$ cat src/rtl/serial_receiver.sv
// 8N1 UART-style receiver with 2-flop input synchronizer, mid-bit sampling and held-byte handshake.
// Fixed latency: start edge on serial_in to data_valid rising is 9.5*BAUD_PERIOD+2 clocks.
module serial_receiver #(
    parameter int unsigned BAUD_PERIOD = 10
) (
    input  logic       clk,
    input  logic       reset,
    input  logic       serial_in,
    input  logic       data_ack,
    output logic [7:0] data_out,
    output logic       data_valid,
    output logic       frame_error,
    output logic       overrun,
    output logic       rx_busy
);

    typedef enum logic [1:0] {IDLE, START, DATA, STOP} state_t;

    localparam logic [15:0] HALF_LAST = 16'(BAUD_PERIOD / 2 - 1);
    localparam logic [15:0] FULL_LAST = 16'(BAUD_PERIOD - 1);

    state_t      state;
    logic        rx_meta;
    logic        rx_s;
    logic        rx_prev;
    logic [15:0] cnt;
    logic [2:0]  bit_idx;
    logic [7:0]  shift;

    always_ff @(posedge clk) begin
        if (reset) begin
            state       <= IDLE;
            rx_meta     <= 1'b1;
            rx_s        <= 1'b1;
            rx_prev     <= 1'b1;
            cnt         <= '0;
            bit_idx     <= '0;
            shift       <= '0;
            data_out    <= '0;
            data_valid  <= 1'b0;
            frame_error <= 1'b0;
            overrun     <= 1'b0;
            rx_busy     <= 1'b0;
        end else begin
            rx_meta     <= serial_in;
            rx_s        <= rx_meta;
            rx_prev     <= rx_s;
            frame_error <= 1'b0;

            // An ack of a held byte clears both flags; a same-cycle good stop below still reloads data_valid.
            if (data_ack && data_valid) begin
                data_valid <= 1'b0;
                overrun    <= 1'b0;
            end

            case (state)
                IDLE: begin
                    if (rx_prev && !rx_s) begin
                        state   <= START;
                        cnt     <= '0;
                        rx_busy <= 1'b1;
                    end
                end
                START: begin
                    if (cnt == HALF_LAST) begin
                        cnt <= '0;
                        if (rx_s) begin
                            state   <= IDLE;
                            rx_busy <= 1'b0;
                        end else begin
                            state   <= DATA;
                            bit_idx <= '0;
                        end
                    end else begin
                        cnt <= cnt + 16'd1;
                    end
                end
                DATA: begin
                    if (cnt == FULL_LAST) begin
                        cnt     <= '0;
                        shift   <= {rx_s, shift[7:1]};
                        bit_idx <= bit_idx + 3'd1;
                        if (bit_idx == 3'd7) begin
                            state <= STOP;
                        end
                    end else begin
                        cnt <= cnt + 16'd1;
                    end
                end
                STOP: begin
                    if (cnt == FULL_LAST) begin
                        cnt     <= '0;
                        state   <= IDLE;
                        rx_busy <= 1'b0;
                        if (rx_s) begin
                            data_out   <= shift;
                            data_valid <= 1'b1;
                            if (data_valid && !data_ack) begin
                                overrun <= 1'b1;
                            end
                        end else begin
                            frame_error <= 1'b1;
                        end
                    end else begin
                        cnt <= cnt + 16'd1;
                    end
                end
                default: begin
                    state   <= IDLE;
                    rx_busy <= 1'b0;
                end
            endcase
        end
    end

endmodule
$ cat config.mk
export PLATFORM = sky130hd
export DESIGN_NAME = serial_receiver
export DESIGN_NICKNAME = d
export VERILOG_FILES = /design/src/rtl/serial_receiver.sv
export SDC_FILE = /design/constraint.sdc
export NUM_CORES = 1
export LEC_CHECK = 0
export CAP_MARGIN = 10
export CORE_UTILIZATION = 60
export DETAILED_ROUTE_END_ITERATION = 12
export PLACE_DENSITY = 0.8
export SYNTH_ARGS = -nofsm -noshare
export SYNTH_HDL_FRONTEND = slang
export SYNTH_SLANG_ARGS = --single-unit
$ cat constraint.sdc
create_clock -name clk -period 3.8 [get_ports clk]
set_input_delay 0.57 -clock clk [delete_from_list [all_inputs] [get_ports clk]]
set_output_delay 0.57 -clock clk [all_outputs]
set_load 0.01 [all_outputs]
== Word-level counts from Yosys, hierarchy flattened ==
Index checks and enable logic that the tools add are counted.
Widths: inputs -> output; s select.

* Add/sub/neg operators: 2
* Eq/ne operators: 13
* Mux-type cells: 30
* Bitwise operators: 2
* Reduce and logical (&&, ||, !) cells: 15

{| class="wikitable"
|+ Operators by type and width
! kind !! number
|-
| $mux 16 || 3
|-
| $pmux 16 s3 || 1
|-
| $add 16x1->16 const B || 1
|-
| $eq 16x3->1 const B || 1
|-
| $eq 16x4->1 const B || 1
|-
| $mux 1 || 14
|-
| $ne 2x2->1 const B || 7
|-
| $mux 2 || 6
|-
| $reduce_and 5->1 || 2
|-
| $mux 3 || 3
|-
| $pmux 2 s4 || 1
|-
| $pmux 3 s2 || 1
|-
| $eq 2x2->1 const B || 2
|-
| $reduce_and 4->1 || 1
|-
| $add 3x1->3 const B || 1
|-
| $eq 3x3->1 const B || 1
|-
| $logic_and 1x1->1 || 3
|-
| $pmux 1 s3 || 1
|-
| $reduce_and 3->1 || 1
|-
| $reduce_bool 3->1 || 1
|-
| $reduce_or 3->1 || 1
|-
| $eq 2x1->1 const B || 1
|-
| $logic_not 1->1 || 2
|-
| $logic_not 2->1 || 1
|-
| 4 further kinds || 5
|}

* Bits in registers: 44
* Input port bits: 4
* Output and inout port bits: 12

== Longest topological paths before layout ==
* Depth after elaboration: 6
* Gate-level depth with buffers: 8
* Mapped depth without buffers: 7

== Least setup slack after synthesis ==
OpenSTA, ideal clock, no wires.

* Path type: register to register
* From: register cnt[4]
* To: register shift[0]
* Arrival time: 1.904 ns
* Data required time: 3.731 ns
* Setup slack: 1.826 ns
* Cell stages (with the launch flop): 7
* Period minus slack after synthesis: 1.974 ns
* Cells stage by stage: dfxtp_1 or4_4 or4_4 nor3_4 buf_6 nand2_1 a21oi_2

* Longest elaborated chain between the ends: 2

{| class="wikitable"
|+ RTL lines
! element !! RTL line !! RTL
|-
| start, declared || 26 || <nowiki>logic [15:0] cnt;</nowiki>
|-
| start signal, assigned || 75 || <nowiki>cnt <= cnt + 16'd1;</nowiki>
|-
| start signal, assigned || 87 || <nowiki>cnt <= cnt + 16'd1;</nowiki>
|-
| start signal, assigned || 105 || <nowiki>cnt <= cnt + 16'd1;</nowiki>
|-
| $eq 16x4->1 || 79 || <nowiki>if (cnt == FULL_LAST) begin</nowiki>
|-
| $reduce_and 2->1 (no source line) || - ||
|-
| end signal, assigned || 81 || <nowiki>shift <= {rx_s, shift[7:1]};</nowiki>
|-
| end, declared || 28 || <nowiki>logic [7:0] shift;</nowiki>
|}

No other way between the ends.
A chain may end at the register's enable or synchronous reset.

== Worst setup path after layout ==
* From: register cnt[4]
* To: register data_out[5]

* Longest elaborated chain between the ends: 2

{| class="wikitable"
|+ RTL lines
! element !! RTL line !! RTL
|-
| $eq 16x4->1 || 91 || <nowiki>if (cnt == FULL_LAST) begin</nowiki>
|-
| $reduce_and 3->1 (no source line) || - ||
|-
| end signal, assigned || 96 || <nowiki>data_out <= shift;</nowiki>
|-
| end, declared || 10 || <nowiki>output logic [7:0] data_out,</nowiki>
|}

No other way between the ends.

==> impl_metrics.env <==
export IMPL_status="complete, no violations"
export IMPL_drv_cap=0
export IMPL_die_h_um=58.9
export IMPL_swShare=0.243
export IMPL_synth_edf_count=0
export IMPL_internal_power_uw=544
export IMPL_nNetsFinal=242
export IMPL_hold_viol=0
export IMPL_grt_busiest_layer="met2"
export IMPL_cts_setup_buffers=0
export IMPL_ff2ff_path_depth=5
export IMPL_layout_common_cells="44 x dfxtp_1, 30 x nor2_1, 28 x nand2_1"
export IMPL_min_period_ns=2.62
export IMPL_stdcell_area_mm2=0.00216
export IMPL_tritoncts="done"
export IMPL_slew_violations=0
export IMPL_crit_path_max_fanout=10
export IMPL_finClkSkew_ns=0.0107
export IMPL_whs_ns=0.416
export IMPL_antenna_found_initial=0
export IMPL_start_util=0.636
export IMPL_gp_congestion=0.855
export IMPL_start_kind="register"
export IMPL_cpMaxStageDelayCell="nand4_1"
export IMPL_post_cts_resized=0
export IMPL_ys_seq_area_frac=0.454
export IMPL_fin_crit_sh=0.690
export IMPL_insertion_delay_ns=0.37
export IMPL_final_common_cell="dfxtp_1"
export IMPL_p_seq_frac=0.653
export IMPL_syn_avg_cell_area_um2=8.82
export IMPL_ys_seq_elements=44
export IMPL_holdCritPathClass="reg -> reg"
export IMPL_clk_pin_slew_worst_paths_ns=0.13
export IMPL_detailedPlace_worstSlack_ns=1.20
export IMPL_cts_hold_buf=0
export IMPL_worstPathArrival_ns=2.85
export IMPL_synthFlopType="dfxtp_1"
export IMPL_netlist_instances=220
export IMPL_drtIter0Drc=79
export IMPL_rsz0062_at_grt="no"
export IMPL_grtUsageMet3=0.0747
export IMPL_crit_chain="or4_4 > nor4_1 > nand4_1 > mux2i_1 > nor2_1"
export IMPL_power_frac_comb=0.045
export IMPL_use_met1=0.318
export IMPL_crit_buf_inv=0
export IMPL_min_path_cells=1
export IMPL_track_usage=0.258
export IMPL_power_leakage_nw=0.790
export IMPL_yosys_top_cells_area="dfxtp_1 45%, nor2_1 5.8%, nand2_1 5.4%"
export IMPL_io_pins=16
export IMPL_drtAntennaViolNets=0
export IMPL_path_delay_family="simple AND/OR/NAND/NOR gates"
export IMPL_use_met2=0.424
export IMPL_slew_headroom=0.400
export IMPL_synth_top_area_frac=0.454
export IMPL_irDropWorstVdd_mv=0.237
export IMPL_path_class="reg -> reg"
export IMPL_core_area_mm2=0.00305
export IMPL_vias=1597
export IMPL_yosysUniqueCellTypes=36
export IMPL_portBuffers=15
export IMPL_grt_max_degree=24
export IMPL_rows=20
export IMPL_grt_pass1_vias=1461
export IMPL_finalNonFillerCells=277
export IMPL_n_antenna_cell=0
export IMPL_regArea_um2=881
export IMPL_cts_num_sinks=44
export IMPL_syn_cell_area_mm2=0.00194
export IMPL_numCtsBuffers=5
export IMPL_cts_max_level=2
export IMPL_synthArstFlopShare=0
export IMPL_p_per_area_mw_per_mm2=333
export IMPL_multi_input_area_um2=991
export IMPL_worst_pin_slew_ns=0.897
export IMPL_switchingPower_uw=174
export IMPL_syn_num_nets=229
export IMPL_cp_required_ns=4.03
export IMPL_vias_per_cell=5.77
export IMPL_p_clk_frac=0.302
export IMPL_grt_pass1_wl_um=6580
export IMPL_dieArea_mm2=0.00347
export IMPL_setup_tns_ns=0
export IMPL_drt_pass1_iterations=4
export IMPL_cp_end_kind="register"
export IMPL_drive_gt1_frac=0.107
export IMPL_place_area_mm2=0.00211
export IMPL_hpwl_um=2900
export IMPL_finalSetupViolCount=0
export IMPL_grt_overflow=0
export IMPL_yosysTopAreaCell="dfxtp_1"
export IMPL_timing_fmax_mhz=381
export IMPL_clock_root_buffer="clkbuf_4"
export IMPL_fp_dieW_um=58.9
export IMPL_routedWlPerCell_um=14.6
export IMPL_layout_setup_ws_ns=1.18
export IMPL_nFillCells=251
export IMPL_drc=0
export IMPL_clock_path_buffers=2
export IMPL_cp_depth=5
export IMPL_yosys_warnings=0
export IMPL_areaGrowthSynthToFinish_pct=11.2
export IMPL_wl_um=4040
export IMPL_critPathMaxStageDelay_ns=0.62
export IMPL_dp_cells=270
## Yosys cell counts (5+ instances only)
library cell,instances
inv_1,6
a21oi_2,8
nor2_1,30
nand4_1,6
xor2_1,10
clkbuf_1,7
a21oi_1,11
mux2i_1,9
nor4_1,5
dfxtp_1,44
nand2_1,28
ha_1,5
nand3_1,11
## flip-flops by register name, summed over array words and instances (netlist names), named ones only
signal / count
cnt: 16
data_out: 8
shift: 8
bit_idx: 3
data_valid: 1
frame_error: 1
rx_busy: 1
rx_meta: 1
rx_prev: 1
rx_s: 1
state: 1
## per-stage QoR
stage,total power [mW],util
final,0.718,0.707
after global routing,0.748,0.707
after CTS,0.722,0.707
after detailed placement,0.511,0.690
after global placement,0.509,0.690
after floorplan,0.500,-
## power groups by stage
stage	Sequential (mW)	Combinational, mW	Clock, mW
floorplan	0.477	0.0229	0
global placement	0.479	0.0302	0
detailed placement	0.479	0.0323	0
CTS	0.469	0.0322	0.221
global route	0.470	0.0353	0.243
finish	0.469	0.0326	0.217
## routing by layer
metal	routed length, um	vias to the layer above
li1	-	781
met1	1810	773
met2	2000	37
met3	167	6
met4	62	0
met5	0	-
## cell families (layout without fill, tap and decap cells)
family	after synthesis	after routing	synth area share
multiplexers	9	9	0.0464
buffers and inverters	16	29	0.0355
adder cells (fa/ha/maj)	5	5	0.0322
flip-flops	44	44	0.454
AO/OA/AOI/OAI	30	30	0.107
XOR/XNOR	12	12	0.0542
AND/OR/NAND/NOR	104	104	0.271
## worst paths after layout
check                           slack (ns)    start     endpoint
worst min register to register        0.42  rx_meta         rx_s
worst max register to register        1.18   cnt[4]  data_out[5]
worst min-delay path                  0.42  rx_meta         rx_s
worst max-delay path                  1.18   cnt[4]  data_out[5]
## final cells by class
class,instances,share of cell area
repair buffers,16,0.0731
multi-input cells,160,0.459
flip-flops and latches,44,0.408
inverters,6,0.0104
clock buffers,5,0.0174
clock inverters,2,0.00580
well taps,44,0.0255
## worst reg2reg max path: stages (launching register included)
cell and delay (ns):
dfxtp_1 0.38, or4_4 0.58, nor4_1 0.49, nand4_1 0.62, mux2i_1 0.36, nor2_1 0.06
Power figures use the tool's default switching activity.
